==> src/rtl/projectile_engine_pkg.sv <==
// Shared definitions for the artillery projectile engine: state encoding,
// fixed-point widths and the Q0.8 trig table (6 degree steps, 0..90 deg).
package projectile_pkg;

  typedef enum logic [1:0] {
    IDLE   = 2'd0,
    FLIGHT = 2'd1,
    RESULT = 2'd2
  } projState_t;

  localparam int XFP_W  = 16;  // Q10.6 unsigned column
  localparam int YFP_W  = 17;  // Q11.6 signed height
  localparam int VX_W   = 9;
  localparam int VY_W   = 10;
  localparam int FRAC_W = 6;

  // round(255*cos(6*idx deg)); index 15 (90 deg) falls to the zero default
  function automatic logic [7:0] cosRom(input logic [3:0] idx);
    logic [7:0] val;
    case (idx)
      4'd0:    val = 8'd255;
      4'd1:    val = 8'd254;
      4'd2:    val = 8'd249;
      4'd3:    val = 8'd243;
      4'd4:    val = 8'd233;
      4'd5:    val = 8'd221;
      4'd6:    val = 8'd206;
      4'd7:    val = 8'd190;
      4'd8:    val = 8'd171;
      4'd9:    val = 8'd150;
      4'd10:   val = 8'd128;
      4'd11:   val = 8'd104;
      4'd12:   val = 8'd79;
      4'd13:   val = 8'd53;
      4'd14:   val = 8'd27;
      default: val = 8'd0;
    endcase
    return val;
  endfunction

  // sin(6i) = cos(90 - 6i) = cos(6*(15-i))
  function automatic logic [7:0] sinRom(input logic [3:0] idx);
    return cosRom(4'd15 - idx);
  endfunction

endpackage

==> src/rtl/projectile_engine_button_debouncer.sv <==
// Two-flop synchroniser and stable-count debouncer for a raw push-button;
// emits a one-cycle pulse on each debounced rising edge.
module button_debouncer #(
  parameter int DEBOUNCE_CYCLES = 1_000_000
) (
  input  logic clk,
  input  logic reset_n,
  input  logic btnRaw,
  output logic risePulse
);

  localparam int CNT_W = $clog2(DEBOUNCE_CYCLES + 1);
  localparam logic [CNT_W-1:0] CNT_LAST = CNT_W'(DEBOUNCE_CYCLES - 1);

  logic             meta_r;
  logic             sync_r;
  logic             stable_r;
  logic             rise_r;
  logic [CNT_W-1:0] cnt_r;

  // metastability synchroniser for the asynchronous button
  always_ff @(posedge clk or negedge reset_n) begin
    if (!reset_n) begin
      meta_r <= 1'b0;
      sync_r <= 1'b0;
    end else begin
      meta_r <= btnRaw;
      sync_r <= meta_r;
    end
  end

  // accept a new level only after it has differed for DEBOUNCE_CYCLES in a row
  always_ff @(posedge clk or negedge reset_n) begin
    if (!reset_n) begin
      stable_r <= 1'b0;
      rise_r   <= 1'b0;
      cnt_r    <= {CNT_W{1'b0}};
    end else begin
      rise_r <= 1'b0;
      if (sync_r != stable_r) begin
        if (cnt_r == CNT_LAST) begin
          stable_r <= sync_r;
          rise_r   <= sync_r;
          cnt_r    <= {CNT_W{1'b0}};
        end else begin
          cnt_r <= cnt_r + CNT_W'(1);
        end
      end else begin
        cnt_r <= {CNT_W{1'b0}};
      end
    end
  end

  assign risePulse = rise_r;

endmodule

==> src/rtl/projectile_engine.sv <==
// Artillery game logic: debounced launch, per-frame fixed-point ballistic
// integration, hit detection and saturating score, all outputs registered.
module projectile_engine
  import projectile_pkg::*;
#(
  parameter int DEBOUNCE_CYCLES = 1_000_000,
  parameter int X0              = 32,
  parameter int GROUND_Y        = 440,
  parameter int X_MAX           = 640,
  parameter int GRAV            = 2,
  parameter int HIT_TOL         = 8,
  parameter int RESULT_FRAMES   = 60
) (
  input  logic        clk,
  input  logic        reset_n,
  input  logic        launch_btn,
  input  logic [7:0]  power_in,
  input  logic [7:0]  angle_in,
  input  logic        frame_tick,
  input  logic [9:0]  target_x,
  output logic [9:0]  proj_x,
  output logic [9:0]  proj_y,
  output logic        proj_active,
  output logic        hit,
  output logic [15:0] score,
  output logic [1:0]  state
);

  localparam int RF_W = $clog2(RESULT_FRAMES + 1);
  localparam logic [XFP_W-1:0] X0_FP     = XFP_W'(X0 * 64);
  localparam logic [XFP_W-1:0] XMAX_FP   = XFP_W'(X_MAX * 64);
  localparam logic [15:0]      SCORE_MAX = 16'd9999;
  localparam logic [RF_W-1:0]  RF_LAST   = RF_W'(RESULT_FRAMES - 1);

  projState_t              state_r;
  projState_t              nextState_s;
  logic [XFP_W-1:0]        xFp_r;
  logic signed [YFP_W-1:0] yFp_r;
  logic [VX_W-1:0]         vx_r;
  logic signed [VY_W-1:0]  vy_r;
  logic [RF_W-1:0]         frameCnt_r;
  logic [15:0]             score_r;
  logic                    hitPulse_r;

  logic                    launchPulse_s;
  logic                    launch_s;
  logic                    step_s;
  logic                    scoreHit_s;
  logic [15:0]             cosProd_s;
  logic [15:0]             sinProd_s;
  logic [XFP_W-1:0]        xNext_s;
  logic signed [YFP_W-1:0] yNext_s;
  logic                    landed_s;
  logic                    missed_s;
  logic signed [10:0]      xDiff_s;
  logic [10:0]             xDist_s;
  logic                    onTarget_s;
  logic                    lastFrame_s;
  logic                    unusedAngle_s;

  button_debouncer #(
    .DEBOUNCE_CYCLES(DEBOUNCE_CYCLES)
  ) u_debouncer (
    .clk      (clk),
    .reset_n  (reset_n),
    .btnRaw   (launch_btn),
    .risePulse(launchPulse_s)
  );

  assign unusedAngle_s = ^angle_in[3:0];

  // launch velocity products and one integration step
  always_comb begin
    cosProd_s   = {8'd0, power_in} * {8'd0, cosRom(angle_in[7:4])};
    sinProd_s   = {8'd0, power_in} * {8'd0, sinRom(angle_in[7:4])};
    xNext_s     = xFp_r + {7'd0, vx_r};
    yNext_s     = yFp_r + {{7{vy_r[VY_W-1]}}, vy_r};
    landed_s    = yNext_s[YFP_W-1];
    missed_s    = (xNext_s >= XMAX_FP);
    xDiff_s     = {1'b0, xNext_s[15:6]} - {1'b0, target_x};
    xDist_s     = xDiff_s[10] ? (11'd0 - xDiff_s) : xDiff_s;
    onTarget_s  = (xDist_s <= 11'(HIT_TOL));
    lastFrame_s = (frameCnt_r == RF_LAST);
  end

  // next-state and control decode
  always_comb begin
    nextState_s = state_r;
    launch_s    = 1'b0;
    step_s      = 1'b0;
    scoreHit_s  = 1'b0;
    case (state_r)
      IDLE: begin
        if (launchPulse_s) begin
          launch_s    = 1'b1;
          nextState_s = FLIGHT;
        end else begin
          nextState_s = IDLE;
        end
      end
      FLIGHT: begin
        if (frame_tick) begin
          step_s = 1'b1;
          // a miss takes precedence over a simultaneous landing
          scoreHit_s = landed_s & ~missed_s & onTarget_s;
          if (landed_s || missed_s) begin
            nextState_s = RESULT;
          end else begin
            nextState_s = FLIGHT;
          end
        end else begin
          nextState_s = FLIGHT;
        end
      end
      RESULT: begin
        if (frame_tick && lastFrame_s) begin
          nextState_s = IDLE;
        end else begin
          nextState_s = RESULT;
        end
      end
      default: nextState_s = IDLE;
    endcase
  end

  // FSM state register
  always_ff @(posedge clk or negedge reset_n) begin
    if (!reset_n) begin
      state_r <= IDLE;
    end else begin
      state_r <= nextState_s;
    end
  end

  // trajectory integrator and result frame counter
  always_ff @(posedge clk or negedge reset_n) begin
    if (!reset_n) begin
      xFp_r      <= X0_FP;
      yFp_r      <= {YFP_W{1'b0}};
      vx_r       <= {VX_W{1'b0}};
      vy_r       <= {VY_W{1'b0}};
      frameCnt_r <= {RF_W{1'b0}};
    end else begin
      case (state_r)
        IDLE: begin
          if (launch_s) begin
            vx_r  <= {1'b0, cosProd_s[15:8]};
            vy_r  <= {2'b00, sinProd_s[15:8]};
            xFp_r <= X0_FP;
            yFp_r <= {YFP_W{1'b0}};
          end
        end
        FLIGHT: begin
          if (step_s) begin
            xFp_r <= xNext_s;
            vy_r  <= vy_r - 10'(GRAV);
            if (landed_s && !missed_s) begin
              yFp_r <= {YFP_W{1'b0}};
            end else begin
              yFp_r <= yNext_s;
            end
          end
        end
        RESULT: begin
          if (frame_tick) begin
            if (lastFrame_s) begin
              frameCnt_r <= {RF_W{1'b0}};
              xFp_r      <= X0_FP;
              yFp_r      <= {YFP_W{1'b0}};
            end else begin
              frameCnt_r <= frameCnt_r + RF_W'(1);
            end
          end
        end
        default: begin
          frameCnt_r <= {RF_W{1'b0}};
        end
      endcase
    end
  end

  // hit pulse
  always_ff @(posedge clk or negedge reset_n) begin
    if (!reset_n) begin
      hitPulse_r <= 1'b0;
    end else begin
      hitPulse_r <= scoreHit_s;
    end
  end

  // saturating score counter
  always_ff @(posedge clk or negedge reset_n) begin
    if (!reset_n) begin
      score_r <= 16'd0;
    end else if (scoreHit_s && (score_r != SCORE_MAX)) begin
      score_r <= score_r + 16'd1;
    end
  end

  // registered outputs, one cycle behind the internal state
  always_ff @(posedge clk or negedge reset_n) begin
    if (!reset_n) begin
      proj_x      <= 10'(X0);
      proj_y      <= 10'(GROUND_Y);
      proj_active <= 1'b0;
      hit         <= 1'b0;
      score       <= 16'd0;
      state       <= 2'd0;
    end else begin
      proj_x      <= xFp_r[15:6];
      proj_y      <= 10'(GROUND_Y) - yFp_r[15:6];
      proj_active <= (state_r == FLIGHT);
      hit         <= hitPulse_r;
      score       <= score_r;
      state       <= state_r;
    end
  end

endmodule

==> config.mk <==
export PLATFORM = sky130hd
export DESIGN_NAME = projectile_engine
export DESIGN_NICKNAME = d
export VERILOG_FILES = /design/src/rtl/projectile_engine_pkg.sv /design/src/rtl/projectile_engine_button_debouncer.sv /design/src/rtl/projectile_engine.sv
export SDC_FILE = /design/constraint.sdc
export NUM_CORES = 1
export LEC_CHECK = 0
export BUFFER_PORTS_ARGS = -buffer_cell sky130_fd_sc_hd__clkbuf_2
export CORE_MARGIN = 1
export CORE_UTILIZATION = 40
export CTS_CLUSTER_DIAMETER = 50
export CTS_CLUSTER_SIZE = 16
export DETAILED_ROUTE_END_ITERATION = 7
export GPL_ROUTABILITY_DRIVEN = 0
export PLACE_DENSITY = 0.67
export SYNTH_ARGS = -nofsm -noshare
export SYNTH_HDL_FRONTEND = slang
export SYNTH_SLANG_ARGS = --single-unit
==> constraint.sdc <==
create_clock -name clk -period 12.2 [get_ports clk]
set_clock_uncertainty 0.2 [all_clocks]
set_input_delay 1.22 -clock clk [delete_from_list [all_inputs] [get_ports clk]]
set_output_delay 1.22 -clock clk [all_outputs]
set_load 0.01 [all_outputs]
---- Word level (Yosys, flattened, before mapping) ----
Memory sizes are Yosys's and may differ from the RTL's.
Index checks and enable logic that the tools add are counted.
word-level totals
  output and inout bits ................... 40
  memories kept ........................... 2
  bits in read-only memories .............. 256
  word-level logic and storage cells ...... 96
  input port bits ......................... 30
  latch bits .............................. 0
  bits in writable memories ............... 0
  register bits after elaboration ......... 140
operators by class
  shifts and indexed selects .............. 0
  div/mod/pow operators ................... 0
  mux-type cells .......................... 33
  reduce and logical (&&, ||, !) cells .... 14
  bitwise operators ....................... 4
  $lt $le $gt $ge ......................... 2
  add/sub/neg operators ................... 10
  $mul .................................... 2
  eq/ne operators ......................... 10
memory list
  name              words  width  rd ports  clocked after memory_dff  write ports  RTL line                     RTL
  (name not given)  16     8      1         0                         0            projectile_engine_pkg.sv:20  case (idx)
  (name not given)  16     8      1         0                         0            projectile_engine_pkg.sv:20
operators by type and width
  cell                                                   count
  two-way mux 17 bit                                     5
  two-way mux 16 bit                                     4
  one-hot mux 17 bit (3 select lines)                    1
  one-hot mux 16 bit (3 select lines)                    1
  two-way mux 20 bit                                     2
  multiplier 8 x 8 -> 16 bit                             2
  adder 20 x 1 -> 20 bit (second input constant)         1
  equality test 20 bit (second input constant)           1
  two-way mux 10 bit                                     2
  one-hot mux 10 bit (2 select lines)                    1
  adder 17 bit                                           1
  adder 16 x 1 -> 16 bit (second input constant)         1
  adder 16 x 8 -> 16 bit                                 1
  >= comparator 16 bit (second input constant)           1
  != test 16 x 14 -> 1 bit (second input constant)       1
  two-way mux 6 bit                                      2
  one-hot mux 6 bit (2 select lines)                     1
  <= comparator 11 x 4 -> 1 bit (second input constant)  1
  two-way mux 11 bit                                     1
  subtractor 1 x 11 -> 11 bit (first input constant)     1
  subtractor 10 x 10 -> 11 bit                           1
  subtractor 10 x 3 -> 10 bit (second input constant)    1
  subtractor 9 x 10 -> 10 bit (first input constant)     1
  two-way mux 1 bit                                      9
  other kinds (21)                                       32

---- Longest topological paths before layout ----
  depth in word-level cells ............... 9
  gate-level depth with buffers ........... 25

---- Modules after synthesis ----
Synthesis repeated with hierarchy kept, for this count alone.
unflattened totals
  cells, all modules ...................... 1224
  area total of the unflattened synthesis .. 11611.1 um^2
by module, submodules not included
  module             area each (um^2)  cells an instance  times used  seq. area each (um^2)
  projectile_engine  10426.2           1117               1           2911.5
  button_debouncer   1184.9            107                1           600.6

---- Worst setup path after synthesis ----
No wires, ideal clock.
  kind .................................... input -> register
  start ................................... in angle_in[7]
  end ..................................... reg vy_r[7]
  cell stages on the path ................. 20
  setup slack ............................. 5695 ps
  data arrival time ....................... 6211 ps
  cell sequence ........................... clkbuf_1 -> clkbuf_1 -> a21oi_1 -> o21ai_1 -> nand2_1 -> fa_1 -> fa_1 -> inv_1 -> fa_1 -> fa_1 -> ha_1 -> nand4_1 -> nor4_1 -> nand3_1 -> a21boi_0 -> o21ai_0 -> a21oi_1 -> a211oi_1 -> xnor2_1 -> a211oi_1
on the way
  longest elaborated chain between the ends .. 5
ends and longest elaborated chain
  item                                 RTL line                     RTL
  start: declaration                   projectile_engine.sv:18      input logic [7:0] angle_in,
  subtractor 4 bit                     projectile_engine_pkg.sv:43  return cosRom(4'd15 - idx);
  memory (16 x 8 bit)                  -
  multiplier 8 x 8 -> 16 bit           projectile_engine.sv:75      sinProd_s = {8'd0, power_in} * {8'd0, sinRom(angle_in[7:4])};
  two-way mux 10 bit                   projectile_engine.sv:146     if (launch_s) begin
  one-hot mux 10 bit (2 select lines)  projectile_engine.sv:144     case (state_r)
  end signal: assignment               projectile_engine.sv:141     vy_r <= {VY_W{1'b0}};
  end signal: assignment               projectile_engine.sv:148     vy_r <= {2'b00, sinProd_s[15:8]};
  end signal: assignment               projectile_engine.sv:156     vy_r <= vy_r - 10'(GRAV);
  end: declaration                     projectile_engine.sv:40      logic signed [VY_W-1:0] vy_r;
Every way passes these cells. The select of a mux whose other input is x is not followed.
A chain may end at the register's enable or synchronous reset.

---- Worst setup path in the final report ----
  start ................................... in angle_in[5]
  end ..................................... reg vy_r[7]
The elaborated chain is that of the path after synthesis.

==> flow_summary.html <==
<table>
<tr><th>Metric</th><th>Value</th></tr>
<tr><th colspan="2">Clocking</th></tr>
<tr><td>H-tree levels</td><td>4</td></tr>
<tr><td>Root buffer selected by CTS</td><td>sky130_fd_sc_hd__clkbuf_16</td></tr>
<tr><td>Largest buffer count on any clock path</td><td>2</td></tr>
<tr><td>CTS buffer count</td><td>17</td></tr>
<tr><td>CTS clock-pin slew for the worst setup and hold paths</td><td>0.06 ns</td></tr>
<tr><td>CTS tree</td><td>built</td></tr>
<tr><td>Number of buffers inserted for hold repair after clock tree synthesis</td><td>0</td></tr>
<tr><td>Worst-skew pair later-pin latency</td><td>0.43 ns</td></tr>
<tr><td>Post-CTS resize count</td><td>0</td></tr>
<tr><td>CTS sink count</td><td>140</td></tr>
<tr><td>Setup Buffers After CTS</td><td>0</td></tr>
<tr><th colspan="2">STA</th></tr>
<tr><td>Final setup margin</td><td>5.14 ns</td></tr>
<tr><td>Max-Slew Margin vs Limit</td><td>20.6%</td></tr>
<tr><td>Sum Neg Setup Slack</td><td>0 ns</td></tr>
<tr><td>Fmax</td><td>142 MHz</td></tr>
<tr><td>Setup repair after global routing missed its margin</td><td>false</td></tr>
<tr><td>Share of the clock period used by the worst path</td><td>57.9%</td></tr>
<tr><td>Hold violation count in the final report</td><td>0</td></tr>
<tr><td>Final count of negative-setup-slack endpoints</td><td>0</td></tr>
<tr><td>Final Max Tran Viols</td><td>0</td></tr>
<tr><td>Worst Tran Pin Value</td><td>1.19 ns</td></tr>
<tr><td>Final worst path period need</td><td>7.06 ns</td></tr>
<tr><th colspan="2">Finish</th></tr>
<tr><td>Number of fill cells in the layout</td><td>2744</td></tr>
<tr><td>Share of post-route cells with drive strength above 1</td><td>10.8%</td></tr>
<tr><td>Number of antenna cells inserted</td><td>0</td></tr>
<tr><td># nets final</td><td>1512</td></tr>
<tr><td>Multi-input logic area</td><td>0.00755 mm^2</td></tr>
<tr><td>FF+latch area</td><td>0.00351 mm^2</td></tr>
<tr><td>Area growth, synth to finish</td><td>11.4%</td></tr>
<tr><th colspan="2">Placed design</th></tr>
<tr><td>Pre-CTS setup slack</td><td>4.72 ns</td></tr>
<tr><td>Hpwl dp</td><td>17700 um</td></tr>
<tr><td>Port Buffers</td><td>65</td></tr>
<tr><th colspan="2">Route</th></tr>
<tr><td>Via count</td><td>8818</td></tr>
<tr><td>Number of nets with antenna violations after detailed routing</td><td>0</td></tr>
<tr><td>Post-detailed-route via-to-cell ratio</td><td>5.21</td></tr>
<tr><td>WL/cell</td><td>14.1 um</td></tr>
<tr><td>Total DRC errors in the routed layout</td><td>0</td></tr>
<tr><td>Wire length reported by the detailed router</td><td>23900 um</td></tr>
<tr><td>Drt pass-1 iters</td><td>5</td></tr>
<tr><td>1st-iter DRT viols</td><td>462</td></tr>
<tr><th colspan="2">Floorplanning</th></tr>
<tr><td>Core Region</td><td>0.0287 mm^2</td></tr>
<tr><td>Number of core rows</td><td>62</td></tr>
<tr><td>Die width</td><td>173 um</td></tr>
<tr><td>Die boundary height</td><td>173 um</td></tr>
<tr><td>Effective utilization at floorplan</td><td>40.6%</td></tr>
<tr><td>Die outline area</td><td>0.0299 mm^2</td></tr>
<tr><td># IOs</td><td>70</td></tr>
<tr><th colspan="2">Logic synthesis</th></tr>
<tr><td>Mean instance size in the synthesized netlist</td><td>9.39 um^2</td></tr>
<tr><td>Primary FF master, synth</td><td>sky130_fd_sc_hd__dfrtp_1</td></tr>
<tr><td>Synth async-reset ratio</td><td>100%</td></tr>
<tr><td>Sequential fraction of the synthesis area</td><td>30.1%</td></tr>
<tr><td>Flip-flop and latch count after synthesis</td><td>140</td></tr>
<tr><td>Count of unique library cells instantiated by Yosys</td><td>80</td></tr>
<tr><td>EDFF count, synth</td><td>0</td></tr>
<tr><td>Post-Synthesis Cell Area</td><td>0.0117 mm^2</td></tr>
<tr><td>Synthesized-area fraction occupied by adder cells</td><td>24.5%</td></tr>
<tr><td>Number of instances in the synthesized netlist</td><td>1242</td></tr>
<tr><td>Synthesized-area fraction occupied by xor and xnor cells</td><td>6.98%</td></tr>
<tr><td>Net count after synthesis</td><td>1457</td></tr>
<tr><td>Area fraction in and, or, nand and nor cells after synthesis</td><td>18.5%</td></tr>
<tr><td>Compound-Gate Fraction of Synth Area</td><td>13.7%</td></tr>
<tr><td>Largest family of logic cells by synthesized area</td><td>adder cells</td></tr>
<tr><td>Multiplexer share of the synthesized area</td><td>0.933%</td></tr>
<tr><td>Number of warning messages in the yosys log</td><td>0</td></tr>
<tr><th colspan="2">Global routing</th></tr>
<tr><td>Overflow left after global routing</td><td>0</td></tr>
<tr><td>Global-route wire length before repair</td><td>41800 um</td></tr>
<tr><td>Maximum number of pins on one net before global-route repair</td><td>96</td></tr>
<tr><td>Number of global-route vias before repair</td><td>8761</td></tr>
<tr><td>Total global routing track utilization</td><td>16.9%</td></tr>
<tr><td>Number of antenna violations at the first check in global routing</td><td>0</td></tr>
<tr><th colspan="2">Flow run</th></tr>
<tr><td>Max_cap viols</td><td>0</td></tr>
<tr><th colspan="2">Critical path</th></tr>
<tr><td>Timing startpoint of the critical path</td><td>angle_in[5]</td></tr>
<tr><td>Setup crit end kind</td><td>flop</td></tr>
<tr><td>Largest fanout on the critical path</td><td>11</td></tr>
<tr><td>CP required</td><td>12.34 ns</td></tr>
<tr><td>Source of the worst register-to-register timing path</td><td>vx_r[0]$_DFFE_PN0P_</td></tr>
<tr><td>Kind of start point of the critical path</td><td>input pin</td></tr>
<tr><td>Worst Setup Path Type</td><td>input pin to flop</td></tr>
<tr><td>Data arrival time of the critical path</td><td>7.19 ns</td></tr>
<tr><th colspan="2">Power and ir drop</th></tr>
<tr><td>Static power due to leakage</td><td>6.58 nW</td></tr>
<tr><td>Largest vdd supply drop</td><td>0.0000930 V</td></tr>
<tr><td>Switching power</td><td>0.618 mW</td></tr>
<tr><td>Sequential share of power</td><td>27.6%</td></tr>
<tr><td>Power density over the cells</td><td>134 mW/mm^2</td></tr>
<tr><td>Combinational share of power</td><td>41.2%</td></tr>
<tr><td>Internal power of the cells</td><td>1.12 mW</td></tr>
<tr><td>Fraction of power consumed by the clock network</td><td>31.2%</td></tr>
<tr><td>Net switching fraction of the power</td><td>35.5%</td></tr>
<tr><th colspan="2">Hold path</th></tr>
<tr><td>Hold Path Origin</td><td>u_debouncer.meta_r$_DFF_PN0_</td></tr>
<tr><td>Worst Hold Class</td><td>flop to flop</td></tr>
<tr><th colspan="2">Run status</th></tr>
<tr><td>Result of the run</td><td>completed</td></tr>
</table>
## per-layer routing
metal / wire (um) / global-route usage, % / up-vias
met1: 11600 / 22.6 / 4292
met2: 11400 / 28.3 / 148
li1: - / - / 4359
met4: 316 / 4.68 / 0
met3: 632 / 2.55 / 19
met5: 0 / 0 / -
## cells in the final DEF (no fill, tap or decap), drive strengths merged, types with 37 or more instances in the layout
master,n
dfrtp,133
clkbuf,83
nand3,37
a21oi,50
fa,73
and2,65
inv,130
xnor2,41
ha,112
xor2,52
nand2,129
o21ai,65
nor2,75
## cell families after synthesis
logic type	count (synthesis)
buffers and inverters	158
AO/OA/AOI/OAI	233
flip-flops	140
multiplexers	8
adder cells (fa/ha/maj)	185
XOR/XNOR	93
AND/OR/NAND/NOR	425
## flip-flops by register name (all words and copies together) (netlist names), 6 cells and up
| name | flops |
|---|---|
| proj_x | 10 |
| score_r | 16 |
| xFp_r | 16 |
| score | 16 |
| u_debouncer.cnt_r | 20 |
| frameCnt_r | 6 |
| vx_r | 8 |
| vy_r | 10 |
| yFp_r | 17 |
| proj_y | 10 |
## path summary, 6_finish.rpt
| path | endpoint | slack [ns] | cells after the start |
|---|---|---|---|
| worst min-delay path | u_debouncer.sync_r$_DFF_PN0_ | 0.16 | 0 |
| worst max-delay path | vy_r[7]$_DFFE_PN0P_ | 5.14 | 22 |
| min in group asynchronous | score_r[1]$_DFFE_PN0P_ | 0.67 | 1 |
| max in group asynchronous | proj_y[3]$_DFF_PN1_ | 10.04 | 2 |
| worst max register to register | score_r[1]$_DFFE_PN0P_ | 6.73 | 17 |
| worst min register to register | u_debouncer.sync_r$_DFF_PN0_ | 0.16 | 0 |
## power by group through the flow
stage                     clock network (mW)  registers [mW]  logic [mW]
after global placement                     0           0.489       0.690
after CTS                              0.554           0.481       0.729
after detailed placement                   0           0.489       0.718
after global routing                   0.576           0.482       0.839
after floorplan                            0           0.486       0.556
final                                  0.543           0.481       0.716
## area by class of cell
type	instances	share of cell area, %
Multi-Input combinational cell	944	58.1
Tap cell	384	3.70
Sequential cell	140	27.0
Timing Repair Buffer	70	2.84
Clock buffer	19	3.41
Inverter	124	3.58
Clock inverter	13	1.36
## metrics by stage
stage / utilization [%] / cell area (um^2) / cells / total power [mW] / hold slack, ns
after floorplan: - / 11700 / 1242 / 1.04 / 0.131
after global routing: 45.3 / 13000 / 1694 / 1.90 / 0.164
after detailed placement: 43.1 / 12400 / 1662 / 1.21 / 0.140
after CTS: 45.3 / 13000 / 1694 / 1.76 / 0.161
after global placement: 43.1 / 12400 / 1662 / 1.18 / 0.135
final: 45.3 / 13000 / 1694 / 1.74 / 0.161
## synth_stat cells (7+ instances only)
master | count | area (um^2)
sky130_fd_sc_hd__dfrtp_1 | 133 | 3330
sky130_fd_sc_hd__nand2_1 | 129 | 484
sky130_fd_sc_hd__inv_1 | 123 | 462
sky130_fd_sc_hd__ha_1 | 112 | 1400
sky130_fd_sc_hd__nor2_1 | 74 | 278
sky130_fd_sc_hd__fa_1 | 73 | 1460
sky130_fd_sc_hd__and2_1 | 65 | 407
sky130_fd_sc_hd__o21ai_0 | 58 | 290
sky130_fd_sc_hd__xor2_1 | 52 | 455
sky130_fd_sc_hd__a21oi_1 | 48 | 240
sky130_fd_sc_hd__xnor2_1 | 41 | 359
sky130_fd_sc_hd__nand3_1 | 37 | 185
sky130_fd_sc_hd__clkbuf_1 | 30 | 113
sky130_fd_sc_hd__nor3_1 | 23 | 115
sky130_fd_sc_hd__and3_1 | 21 | 131
sky130_fd_sc_hd__a22o_1 | 18 | 158
sky130_fd_sc_hd__a21o_1 | 15 | 113
sky130_fd_sc_hd__nand2b_1 | 14 | 87.6
sky130_fd_sc_hd__or3_1 | 12 | 75.1
sky130_fd_sc_hd__o21a_1 | 11 | 82.6
sky130_fd_sc_hd__o31ai_1 | 10 | 75.1
sky130_fd_sc_hd__a211oi_1 | 9 | 67.6
sky130_fd_sc_hd__nor4_1 | 8 | 50.1
sky130_fd_sc_hd__a31oi_1 | 7 | 43.8
sky130_fd_sc_hd__dfstp_2 | 7 | 184
sky130_fd_sc_hd__nor2b_1 | 7 | 43.8
## critical path, stage by stage
cell and delay, ns:
sky130_fd_sc_hd__clkbuf_2 0.20, sky130_fd_sc_hd__inv_1 0.13, sky130_fd_sc_hd__ha_1 0.32, sky130_fd_sc_hd__nand2_1 0.14, sky130_fd_sc_hd__o21ai_0 0.10, sky130_fd_sc_hd__o21ai_1 0.46, sky130_fd_sc_hd__nand2_1 0.15, sky130_fd_sc_hd__fa_1 0.49
sky130_fd_sc_hd__fa_1 0.56, sky130_fd_sc_hd__inv_1 0.06, sky130_fd_sc_hd__fa_1 0.52, sky130_fd_sc_hd__fa_1 0.51, sky130_fd_sc_hd__ha_1 0.31, sky130_fd_sc_hd__nand4_1 0.10, sky130_fd_sc_hd__nor4_1 0.29, sky130_fd_sc_hd__nand3_1 0.17
sky130_fd_sc_hd__a21boi_0 0.37, sky130_fd_sc_hd__o21ai_0 0.20, sky130_fd_sc_hd__a21oi_1 0.36, sky130_fd_sc_hd__a211oi_1 0.16, sky130_fd_sc_hd__xnor2_1 0.16, sky130_fd_sc_hd__a211oi_1 0.23
No activity file was read; power rests on OpenSTA's default activity.
